--- src/rtl/ham_pkg.sv ---
// Hamming(17,12) constants and reference encoder, shared by encoder and decoder.
// Latency: n/a (package).
// Backpressure: n/a (package).
package ham_pkg;

  localparam int HAM_K = 12;
  localparam int HAM_N = 17;

  // Parity positions (1-based codeword positions)
  localparam int HAM_P1  = 1;
  localparam int HAM_P2  = 2;
  localparam int HAM_P4  = 4;
  localparam int HAM_P8  = 8;
  localparam int HAM_P16 = 16;

  // Beat index of the final serial bit in a frame
  localparam logic [4:0] HAM_LAST_BEAT = 5'(HAM_N - 1);

  typedef enum logic {
    ST_IDLE  = 1'b0,
    ST_SHIFT = 1'b1
  } ser_state_t;

  // Data bits occupy non-power-of-two positions; cw[i] is position i+1.
  function automatic logic [HAM_N-1:0] ham17_encode(input logic [HAM_K-1:0] d);
    logic [HAM_N-1:0] c;
    c       = '0;
    c[2]    = d[0];
    c[4]    = d[1];
    c[5]    = d[2];
    c[6]    = d[3];
    c[8]    = d[4];
    c[14:9] = d[10:5];
    c[16]   = d[11];
    c[0]    = c[2] ^ c[4] ^ c[6] ^ c[8] ^ c[10] ^ c[12] ^ c[14] ^ c[16];
    c[1]    = c[2] ^ c[5] ^ c[6] ^ c[9] ^ c[10] ^ c[13] ^ c[14];
    c[3]    = c[4] ^ c[5] ^ c[6] ^ c[11] ^ c[12] ^ c[13] ^ c[14];
    c[7]    = ^c[14:8];
    c[15]   = c[16];
    return c;
  endfunction

endpackage

--- src/rtl/ham_enc17.sv ---
// Combinational Hamming(17,12) encoder with optional single-bit error injection.
// Latency: 0 cycles (pure combinational).
// Backpressure: none; output follows inputs.
module ham_enc17
  import ham_pkg::*;
#(
  parameter bit INJ_EN = 1'b1
) (
  input  logic [HAM_K-1:0] data,
  input  logic [4:0]       inj_pos,
  output logic [HAM_N-1:0] cw
);

  logic [HAM_N-1:0] flip;

  // One-hot flip mask for positions 1..17; anything else (or injection disabled) leaves the word intact
  always_comb begin
    flip = '0;
    if (INJ_EN && (inj_pos >= 5'd1) && (inj_pos <= 5'(HAM_N))) begin
      flip = HAM_N'(1) << (inj_pos - 5'd1);
    end
  end

  assign cw = ham17_encode(data) ^ flip;

endmodule

--- src/rtl/ham_enc_ser.sv ---
// Hamming(17,12) encoder feeding a 1-deep hold buffer and an LSB-first 17-beat serializer.
// Latency: word accepted at edge N shows tx_valid/tx_sof after edge N+1; back-to-back frames have no gap.
// Backpressure: tx_ready low freezes all tx outputs; in_ready is low while the hold buffer is full.
module ham_enc_ser
  import ham_pkg::*;
#(
  parameter int CNT_W  = 16,
  parameter bit INJ_EN = 1'b1
) (
  input  logic             clk,
  input  logic             rst,
  input  logic             in_valid,
  output logic             in_ready,
  input  logic [11:0]      in_data,
  input  logic [4:0]       in_inj_pos,
  output logic             tx_valid,
  input  logic             tx_ready,
  output logic             tx_bit,
  output logic             tx_sof,
  output logic             tx_eof,
  output logic [16:0]      tx_cw,
  output logic [CNT_W-1:0] frame_cnt
);

  ser_state_t       state, state_nxt;
  logic             hold_v;
  logic [HAM_N-1:0] hold_cw;
  logic [HAM_N-1:0] enc_cw;
  logic [HAM_N-1:0] shift_cw;
  logic [4:0]       beat;
  logic             accept;
  logic             fire;
  logic             last;
  logic             load;

  ham_enc17 #(.INJ_EN(INJ_EN)) u_enc (
    .data    (in_data),
    .inj_pos (in_inj_pos),
    .cw      (enc_cw)
  );

  assign in_ready = ~hold_v;
  assign accept   = in_valid & in_ready;
  assign tx_valid = (state == ST_SHIFT);
  assign fire     = tx_valid & tx_ready;
  assign last     = fire & (beat == HAM_LAST_BEAT);
  // HOLD drains into the shifter when it is idle or completing its final beat
  assign load     = hold_v & ((state == ST_IDLE) | last);

  assign tx_bit = tx_valid & shift_cw[beat];
  assign tx_sof = tx_valid & (beat == 5'd0);
  assign tx_eof = tx_valid & (beat == HAM_LAST_BEAT);
  assign tx_cw  = shift_cw;

  // State register
  always_ff @(posedge clk or posedge rst) begin
    if (rst) state <= ST_IDLE;
    else     state <= state_nxt;
  end

  // Next state: start on a full hold buffer, return to idle only when a frame ends with nothing queued
  always_comb begin
    state_nxt = state;
    case (state)
      ST_IDLE:  if (hold_v) state_nxt = ST_SHIFT;
      ST_SHIFT: if (last && !hold_v) state_nxt = ST_IDLE;
      default:  state_nxt = ST_IDLE;
    endcase
  end

  // Hold buffer: capture encoded word on accept, clear when moved to the shifter
  always_ff @(posedge clk or posedge rst) begin
    if (rst) begin
      hold_v  <= 1'b0;
      hold_cw <= '0;
    end else begin
      if (accept) hold_cw <= enc_cw;
      hold_v <= accept | (hold_v & ~load);
    end
  end

  // Shifter: reload at beat 0 from HOLD, otherwise advance one beat per handshake
  always_ff @(posedge clk or posedge rst) begin
    if (rst) begin
      shift_cw <= '0;
      beat     <= 5'd0;
    end else if (load) begin
      shift_cw <= hold_cw;
      beat     <= 5'd0;
    end else if (last) begin
      beat     <= 5'd0;
    end else if (fire) begin
      beat     <= beat + 5'd1;
    end
  end

  // Frame counter: one count per completed frame, wraps naturally
  always_ff @(posedge clk or posedge rst) begin
    if (rst)       frame_cnt <= '0;
    else if (last) frame_cnt <= frame_cnt + 1'b1;
  end

endmodule

--- config.mk ---
export PLATFORM = sky130hd
export DESIGN_NAME = ham_enc_ser
export DESIGN_NICKNAME = d
export VERILOG_FILES = /design/src/rtl/ham_pkg.sv /design/src/rtl/ham_enc17.sv /design/src/rtl/ham_enc_ser.sv
export SDC_FILE = /design/constraint.sdc
export NUM_CORES = 1
export LEC_CHECK = 0
export ABC_AREA = 0
export BUFFER_PORTS_ARGS = -buffer_cell sky130_fd_sc_hd__buf_4
export CAP_MARGIN = 15
export CORE_AREA = 2 2 73 89
export DETAILED_ROUTE_END_ITERATION = 7
export DIE_AREA = 0 0 75 91
export HOLD_SLACK_MARGIN = 0.12
export PLACE_DENSITY = 0.77
export SLEW_MARGIN = 20
export SYNTH_ARGS = -nofsm -noshare
export SYNTH_HDL_FRONTEND = slang
export SYNTH_SLANG_ARGS = --single-unit
--- constraint.sdc ---
create_clock -name clk -period 7.82 [get_ports clk]
set_clock_uncertainty 0.15 [all_clocks]
set_input_delay 1.173 -clock clk [delete_from_list [all_inputs] [get_ports clk]]
set_output_delay 1.173 -clock clk [all_outputs]
set_load 0.03 [all_outputs]
==> impl_metrics.yaml <==
status:
  status: "complete, no violations"
critical_path:
  crit_path_end: "tx_bit"
  path_depth: 5
  reg2reg_setup_slack_ns: 5.01
  r2r_start: "beat[0]"
  arrival_ns: 2.13
  slowest_stage: "dfrtp_1"
  critPathCaptureType: "output pin"
  crit_buf_inv: 1
  path_delay_family: "flip-flops"
  max_stage_delay_ns: 0.74
  rr_worst_depth: 6
  crit_start: "beat[2]"
  cp_cell_sequence: "mux2i_1 > a2111oi_0 > nand3_1 > nand3_1 > buf_4"
  cpMostUsedCell: "nand3_1"
  r2r-end: "frame_cnt[15]"
  cp.required_ns: 6.50
  startpoint_type: "flop"
  critical_path_class: "flop to output pin"
  crit_fanout: 15
clock_tree:
  cts.sinks: 57
  clockBufferDepth: 2
  cts_buffers: 9
  cts_tree: "yes"
  clk_latency_ns: 0.33
  clock_tree.root_cell: "clkbuf_8"
  post_cts_resize_count: 0
  post-cts-setup-buffer-count: 0
  cts.clk_slew.worst_paths_ns: 0.06
  h-tree-depth: 3
  ctsHoldBuffers: 0
grt:
  grt_pass1_wl_um: 10600
  gr-total-overflow: 0
  grt_pass1_vias: 2230
  grt_use_met3: 0.0400
  antenna_found_initial: 0
  use_met1: 0.264
  met2_usage: 0.333
  track_usage: 0.203
  top_usage_layer: "met2"
  grt_max_degree: 58
timing:
  finalSetupTns_ns: 0
  relSlewSlack: 0.381
  min_period_ns: 3.45
  hold_viol_final: 0
  setup-violations-final: 0
  fmax_ghz: 0.290
  fin_crit_sh: 0.441
  tightest_slew_ns: 0.929
  final_max_slew_viol_count: 0
  rsz0062_at_grt: "false"
power_and_ir_drop:
  clockPowerShare: 0.250
  p_int_w: 0.000640
  seqPwrFrac: 0.444
  p_per_area_nw_per_um2: 255
  netSwitchingFraction: 0.347
  finalPower_w: 0.000980
  pwr-share-comb: 0.306
  p_switching_w: 0.000340
  ir_worst_vdd_uv: 106
  p_leak_nw: 1.87
routing:
  avgViaCountPerCell: 5.32
  drt-pass1-iter-count: 5
  drc_errors: 0
  ant_nets: 0
  detail_route.wl_per_cell_um: 14.5
  num_vias: 2357
  routed_wl_um: 6420
  drtIter0Drc: 83
floorplanning:
  die-area_um2: 6830
  die_h_um: 91
  initial_utilization: 0.538
  row_count: 31
  ios: 59
  die_w_um: 75
  core_area_um2: 5930
logic_synthesis:
  synth_compound_area_frac: 0.0619
  synthAdderAreaFrac: 0.0196
  synth_edf_count: 0
  yosys.cell_count.top_type: "dfrtp_1"
  synth_nets: 329
  synth_xor_area_frac: 0.158
  muxShareOfSynthArea: 0.0953
  synth_area_leader_cell: "dfrtp_1"
  ys_ff_latch: 57
  syn_avg_cell_area_um2: 10.5
  yosysSeqAreaShare: 0.447
  synth_area_um2: 3190
  syn_inst: 303
  netlist_top_cells_count: "dfrtp_1, nand2_1, xnor2_1, o21ai_0, mux2_2"
  ys_top_cells_by_area: "dfrtp_1, mux2_2, xnor2_1"
  synth_top_family_by_area: "simple AND/OR/NAND/NOR gates"
  synth-simple-area-share: 0.178
  synth_flop_cell: "dfrtp_1"
  synth_cell_type_count: 45
  ys_warn_count: 0
  async_reset_ff_frac: 1.00
  synth_top_area_frac: 0.447
placement:
  numPortBuffers: 58
  dp_hpwl_um: 4890
  gp_congestion: 0.828
worst_hold_path:
  hp-class: "flop to flop"
  worstHoldStart: "hold_cw[7]"
cells_and_area:
  diodes: 0
  area_growth_pct: 20.5
  fillerInstances: 480
  nets: 383
  drive_above_1_share: 0.280
flow_run:
  max_cap_violations: 0
==> registers in the layout, summed over array words and instances, names as in the netlist <==
name	count
tx_valid	1
hold_v	1
frame_cnt	16
beat	5
hold_cw	17
tx_cw	17
==> area by class of cell <==
| type | instances | area (µm²) | share of cell area |
|---|---|---|---|
| tap | 82 | 103 | 0.0267 |
| multi-input combinational | 215 | 1640 | 0.426 |
| inverter | 15 | 56.3 | 0.0146 |
| timing repair buffer | 59 | 443 | 0.115 |
| clock inverter | 2 | 12.5 | 0.00325 |
| clock buffer | 13 | 169 | 0.0439 |
| sequential | 57 | 1430 | 0.371 |
==> routing by layer <==
metal / routed length (µm) / part of all wire
met1: 2710 / 0.42
met2: 3350 / 0.52
met5: 0 / 0
met3: 265 / 0.041
met4: 93 / 0.014
==> power groups by stage <==
stage               sequential [W]  combinational, W  clock [W]
floorplan                 0.000449          0.000191          0
global placement          0.000437          0.000294          0
detailed placement        0.000441          0.000302          0
CTS                       0.000436          0.000304   0.000251
global route              0.000446          0.000329   0.000263
finish                    0.000435          0.000300   0.000245
==> cell usage in the layout, fill, tap and decap left out, types with 5 or more instances in the layout <==
cell and n:
o21ai_0 20, nand3_1 14, nor2_1 8, ha_1 5, inv_1 14, dfrtp_1 57, clkbuf_8 12, xnor2_1 23
nand4b_1 5, nor3_1 12, nor2b_1 6, mux2i_1 9, mux2_2 19, nand2_1 28, buf_4 59, xor2_1 17
==> worst reg2reg max path: stages, from the launching register on <==
cell	delay, ns
dfrtp_1	0.48
inv_1	0.12
ha_1	0.16
or3b_4	0.40
or4_1	0.70
or4_4	0.57
xnor2_2	0.14
==> per-stage QoR <==
stage | cell area [µm²] | instances | hold slack, ns | setup WS [ns] | utilization
2_1_floorplan | 3190 | 303 | 0.296 | 4.70 | -
4_1_cts | 3850 | 443 | 0.337 | 4.35 | 0.648
6_report | 3850 | 443 | 0.332 | 4.37 | 0.648
5_1_grt | 3850 | 443 | 0.362 | 4.24 | 0.648
3_3_place_gp | 3660 | 428 | 0.311 | 4.82 | 0.618
3_5_place_dp | 3660 | 428 | 0.323 | 4.72 | 0.618
==> cells by family (layout without fill, tap and decap cells) <==
logic type / count (synthesis) / after routing
flops: 57 / 57
fa+ha+maj: 5 / 5
buf+inv: 31 / 89
xor+xnor: 47 / 47
compound gates: 33 / 33
simple gates: 102 / 102
mux: 28 / 28
==> worst min path at each step <==
stage / endpoint / cells past startpoint
5_1_grt: tx_cw[16] / 1
3_3_place_gp: hold_cw[14] / 2
3_5_place_dp: hold_cw[7] / 2
6_report: hold_cw[7] / 2
2_1_floorplan: hold_cw[0] / 2
4_1_cts: hold_cw[7] / 2
Power figures use the tool's default switching activity.
